`src/rtl/mat_result_serializer.sv`:
```
// Streams one captured result matrix out as row-major beats with row/col tags,
// a last flag and a completed-frame counter; back-to-back frames run bubble-free.
module mat_result_serializer #(
  parameter int DATA_WIDTH = 8,
  parameter int ROWS_A     = 2,
  parameter int COLS_B     = 2,
  localparam int N  = ROWS_A * COLS_B,
  localparam int RW = (ROWS_A > 1) ? $clog2(ROWS_A) : 1,
  localparam int CW = (COLS_B > 1) ? $clog2(COLS_B) : 1
) (
  input  logic                  clk,
  input  logic                  rst,
  input  logic [N*DATA_WIDTH-1:0] c,
  input  logic                  in_valid,
  output logic                  in_ready,
  output logic [DATA_WIDTH-1:0] m_data,
  output logic                  m_valid,
  input  logic                  m_ready,
  output logic                  m_last,
  output logic [RW-1:0]         m_row,
  output logic [CW-1:0]         m_col,
  output logic [31:0]           frame_cnt,
  output logic                  state_dbg
);

  localparam int IW = (N > 1) ? $clog2(N) : 1;
  localparam logic [IW-1:0] LAST_IDX = IW'(N - 1);
  localparam logic [CW-1:0] COL_MAX  = CW'(COLS_B - 1);

  typedef enum logic {IDLE = 1'b0, SEND = 1'b1} state_t;

  // Handshakes: a transfer happens on a rising edge where valid and ready are
  // both high; valid never depends on ready, and a stalled beat holds its data.
  state_t                  state_q, state_d;
  logic [N*DATA_WIDTH-1:0] frame_q;
  logic [IW-1:0]           idx_q;
  logic                    beat;
  logic                    capture;

  assign m_valid   = (state_q == SEND);
  assign beat      = m_valid & m_ready;
  assign in_ready  = ~rst & ((state_q == IDLE) | (beat & m_last));
  assign capture   = in_valid & in_ready;
  assign state_dbg = state_q;

  always_ff @(posedge clk) begin
    if (rst) state_q <= IDLE;
    else     state_q <= state_d;
  end

  always_comb begin
    state_d = state_q;
    case (state_q)
      IDLE:    if (capture) state_d = SEND;
      SEND:    if (beat && m_last && !capture) state_d = IDLE;
      default: state_d = IDLE;
    endcase
  end

  // frame_q holds the elements not yet presented; element 0 sits in the MSBs,
  // so each accepted beat shifts the next element to the top.
  always_ff @(posedge clk) begin
    if (rst) begin
      frame_q   <= '0;
      idx_q     <= '0;
      m_data    <= '0;
      m_last    <= 1'b0;
      m_row     <= '0;
      m_col     <= '0;
      frame_cnt <= '0;
    end else begin
      if (beat && m_last) frame_cnt <= frame_cnt + 32'd1;
      if (capture) begin
        m_data  <= c[N*DATA_WIDTH-1 -: DATA_WIDTH];
        frame_q <= c << DATA_WIDTH;
        idx_q   <= '0;
        m_last  <= (N == 1);
        m_row   <= '0;
        m_col   <= '0;
      end else if (beat && !m_last) begin
        m_data  <= frame_q[N*DATA_WIDTH-1 -: DATA_WIDTH];
        frame_q <= frame_q << DATA_WIDTH;
        idx_q   <= idx_q + IW'(1);
        m_last  <= ((idx_q + IW'(1)) == LAST_IDX);
        if (m_col == COL_MAX) begin
          m_col <= '0;
          m_row <= m_row + RW'(1);
        end else begin
          m_col <= m_col + CW'(1);
        end
      end
    end
  end

endmodule

```
`config.mk`:
```
export PLATFORM = sky130hd
export DESIGN_NAME = mat_result_serializer
export DESIGN_NICKNAME = d
export VERILOG_FILES = /design/src/rtl/mat_result_serializer.sv
export SDC_FILE = /design/constraint.sdc
export NUM_CORES = 1
export LEC_CHECK = 0
export BUFFER_PORTS_ARGS = -buffer_cell sky130_fd_sc_hd__buf_2
export CORE_MARGIN = 2
export CORE_UTILIZATION = 25
export DETAILED_ROUTE_END_ITERATION = 16
export PLACE_DENSITY = 0.44
export SYNTH_ARGS = -nofsm -noshare
export SYNTH_HDL_FRONTEND = slang
export SYNTH_SLANG_ARGS = --single-unit
```
`constraint.sdc`:
```
create_clock -name clk -period 2.8 [get_ports clk]
set_clock_uncertainty 0.05 [all_clocks]
set_input_delay 0.42 -clock clk [delete_from_list [all_inputs] [get_ports clk]]
set_output_delay 0.42 -clock clk [all_outputs]
set_load 0.02 [all_outputs]
```
Word-level counts from Yosys, hierarchy flattened

Index checks and enable logic that the tools add are counted.

Bits in registers: 70
Latch bits: 0
Memories kept: 0
Memory bits (writable): 0
Memory bits (read-only): 0
Logic and storage cells: 36
Output and inout port bits: 46

Add/sub/neg operators: 4
Divide/modulo/power cells: 0
Mux-type cells: 8
$mul: 0
Shifts and indexed selects: 0
Reduce and logical (&&, ||, !) cells: 8
Eq/ne operators: 1
Bitwise gates (word level): 7
Order comparisons: 0

Operators with widths:

| operator                | number |
|---|---|
| $mux W32                | 2 |
| $add A32 B1 Y32 const B | 1 |
| $mux W8                 | 2 |
| $and A1 B1 Y1           | 4 |
| $logic_and A1 B1 Y1     | 3 |
| $mux W1                 | 3 |
| $add A1 B1 Y1 const B   | 2 |
| $add A2 B1 Y2 const B   | 1 |
| $eq A2 B2 Y1 const B    | 1 |
| $logic_not A1 Y1        | 2 |
| $not A1 Y1              | 2 |
| $pmux W1 S2             | 1 |
| $reduce_and A2 Y1       | 1 |
| $reduce_bool A2 Y1      | 1 |
| $reduce_or A2 Y1        | 1 |
| $or A1 B1 Y1            | 1 |

Depth between registers and ports, before layout

Depth after elaboration: 9
Mapped depth: 7
Depth with buffers taken out: 5

Worst setup path before layout

OpenSTA, ideal clock, no wires.

Kind: reg-to-reg
Start: register m_last
End: register frame_cnt[26]
Arrival: 2.112 ns
Period minus slack after synthesis: 2.233 ns
Library setup time: 0.070 ns
Path buffers: 2
Stages on the path, launching flop included: 7
Path slack: 0.567 ns
Cells stage by stage: dfxtp_1 -> nand4_1 -> buf_2 -> or4_4 -> buf_6 -> or4_1 -> a21oi_1

Longest elaborated chain between the ends: 1

Ends and longest elaborated chain:

| item                     | line | source |
|---|---|---|
| start: declaration       | 19   | `output logic m_last,` |
| start signal: assignment | 77   | `m_last <= (N == 1);` |
| start signal: assignment | 84   | `m_last <= ((idx_q + IW'(1)) == LAST_IDX);` |
| $logic_and A1 B1 Y1      | 72   | `if (beat && m_last) frame_cnt <= frame_cnt + 32'd1;` |
| end signal: assignment   | 72   |  |
| end: declaration         | 22   | `output logic [31:0] frame_cnt,` |

No other way between the ends.
A chain may end at the register's enable or synchronous reset.

Worst setup path in the final report

Start: register m_last
End: register frame_cnt[29]

The elaborated chain is that of the path after synthesis.

==> results.toml <==
[global_route]
grt_overflow_total = 0
grt_use_total_pct = 12.9
grt_pass1_vias = 2791
grt_max_degree = 53
antenna_found_initial = 0
grt_pass1_wl_um = 13500

[logic_synthesis]
ys_warn_count = 0
netlist_instances = 374
ys_types = 37
ys.flop_type = "dfxtp_1"
ys_ff_latch = 70
synthesis.area_um2 = 3060
synth-seq-area-share_pct = 45.8
synth_nets = 412
synthArstFlopShare_pct = 0
synth_edf_count = 0
synth_area_per_cell_um2 = 8.18

[sta]
setup_viol = 0
worst_pin_slew_ns = 0.512
slew_violations = 0
grt_setup_unrepaired = "false"
relSlewSlack_pct = 65.8
fmaxAchievable_mhz = 424
finalCriticalPeriod_ns = 2.36
fin_tns_setup_ns = 0
fin_crit_sh_pct = 84.3
hold_viol = 0

[setup_path]
path_class = "flip-flop to flip-flop"
cp.buffers_inverters = 0
crit_path_end_kind = "flip-flop"
worstPathCellList = "nand4_1 -> or4_1 -> nor4_1 -> mux2_2"
cp-start-kind = "flip-flop"
crit_path_max_fanout = 15
critPathMaxStageDelay_ns = 0.80
r2r_end = "frame_cnt[29]"
worstPathRequired_ns = 2.96
critPathTopFamily = "simple AND/OR/NAND/NOR gates"
reg2reg_depth = 4
worstReg2RegStart = "m_last"
crit_path_top_delay_cell = "or4_1"
r2r_setup_slack_ns = 0.44
crit_arrival_ns = 2.53

[power]
power.total_mw = 2.21
vdd_drop_max_uv = 277
p_leak_nw = 1.44
power-per-cell-area_nw_per_um2 = 574

[placement]
gp_congestion = 0.696
placed_cell_area_um2 = 3600
dp.cells = 582
dp.final_hpwl_um = 5380
io_buffers = 81

[final_layout]
seqCellArea_um2 = 1400
fin_area_um2 = 3850
n_antenna_cell = 0
fill_cells = 1297
final_nets = 484
drive_gt1_share_pct = 23.1
area_growth_pct = 25.8
instances_no_fill = 597
utilization_pct = 32.2
multi_input_area_um2 = 1520
mostFrequentLayoutCells = "81 x buf_2, 70 x dfxtp_1, 60 x nand2_1, 37 x a21oi_1, 32 x nor2_1"
layout_commonest_cell = "buf_2"

[detailed_routing]
wire_per_inst_um = 13.6
drt-total-wl_um = 8150
num_vias = 2940
first_iter_violations = 163
first_pass_iters = 4
avgViaCountPerCell = 4.92
ant_nets = 0
route.detailed.drc = 0

[floorplan]
dieWidth_um = 115
die_area_um2 = 13100
core_um2 = 12000
num_rows = 40
initial_core_util_pct = 25.6
io_pins = 82
fp.dieH_um = 115

[hold_path]
holdCritStartpoint = "in_valid"
min_path_cells = 3
hold_end = "m_valid"
hold_class = "primary input to flip-flop"

[cts]
cts_tree = "done"
clockBufferDepth = 2
clock_latency_ns = 0.33
cts_resized = 0
cts_buffers = 9
path_clk_slew_ns = 0.06
htreeDepth = 3
hold_buffers = 0
root_buffer = "clkbuf_16"
cts_setup_buffers = 0
cts.sinks = 70

[run]
drv_cap = 0

[run_status]
status = "finished clean"
-- per-stage QoR --
step                setup WS [ns]  hold slack, ns
finish                      0.440           0.261
global route                0.220           0.268
CTS                         0.425           0.254
detailed placement          0.333           0.411
global placement            0.394           0.406
floorplan                   0.567           0.398
-- cells in the mapped netlist (4+ instances only) --
cell      instances  share of area [%]
xnor2_1           8                2.3
o31ai_1          11                2.7
nor2_1           32                3.9
a21oi_1          37                6.1
nand2_1          60                7.4
a22oi_1           4               0.98
dfxtp_1          70                 46
a311oi_1         20                5.7
nand4_1           9                1.8
nor3_1            7                1.1
or3_1            11                2.2
nand3_1          22                3.6
clkbuf_1         23                2.8
o21ai_0          12                2.0
or4_1            12                2.9
inv_1             6               0.74
-- cell families after synthesis --
logic type / synth area share (%)
multiplexers: 0.695
AND/OR/NAND/NOR: 26.6
buffers and inverters: 4.70
adder cells (fa/ha/maj): 0.818
XOR/XNOR: 3.15
AO/OA/AOI/OAI: 18.2
flip-flops: 45.8
-- metal layers --
layer | routed length, um | global-route usage [%] | vias up
met5 | 0 | 0 | -
met1 | 3960 | 17.3 | 1389
met2 | 3700 | 19.8 | 48
met3 | 370 | 3.55 | 7
li1 | - | - | 1496
met4 | 113 | 4.63 | 0
-- power by group --
| part | internal (mW) | switching (mW) | leakage, nW | total (mW) |
|---|---|---|---|---|
| clock network | 0.593 | 0.412 | 0.123 | 1.01 |
| registers | 1.03 | 0.0157 | 0.569 | 1.04 |
| logic | 0.0606 | 0.100 | 0.751 | 0.161 |
| total | 1.68 | 0.528 | 1.44 | 2.21 |
-- how the worst max path moves through the flow --
stage	start	endpoint	slack, ns	cells after the start
final	m_last	frame_cnt[29]	0.44	4
after CTS	m_last	frame_cnt[29]	0.42	4
after detailed placement	m_ready	frame_cnt[29]	0.33	5
after floorplan	m_last	frame_cnt[26]	0.57	6
after global placement	m_ready	frame_cnt[29]	0.39	5
after global routing	m_last	frame_cnt[29]	0.22	4
-- area by class of cell --
| cell class | instances | area share (%) |
|---|---|---|
| multi-input cells | 269 | 39.5 |
| flip-flops and latches | 70 | 36.4 |
| repair buffers | 90 | 12.3 |
| clock buffers | 13 | 6.24 |
| well taps | 147 | 4.78 |
| inverters | 6 | 0.585 |
| clock inverters | 2 | 0.260 |
-- sequential cells by signal (all words and copies together), names as in the netlist --
name       cells
frame_cnt     32
frame_q       24
m_data         8
idx_q          2
m_col          1
m_last         1
m_row          1
m_valid        1
-- worst reg2reg max path: stages, from the launching register on --
cell	delay (ns)
dfxtp_1	0.45
nand4_1	0.18
or4_1	0.80
nor4_1	0.40
mux2_2	0.37
Note: power is estimated with default switching activity, not from simulation.
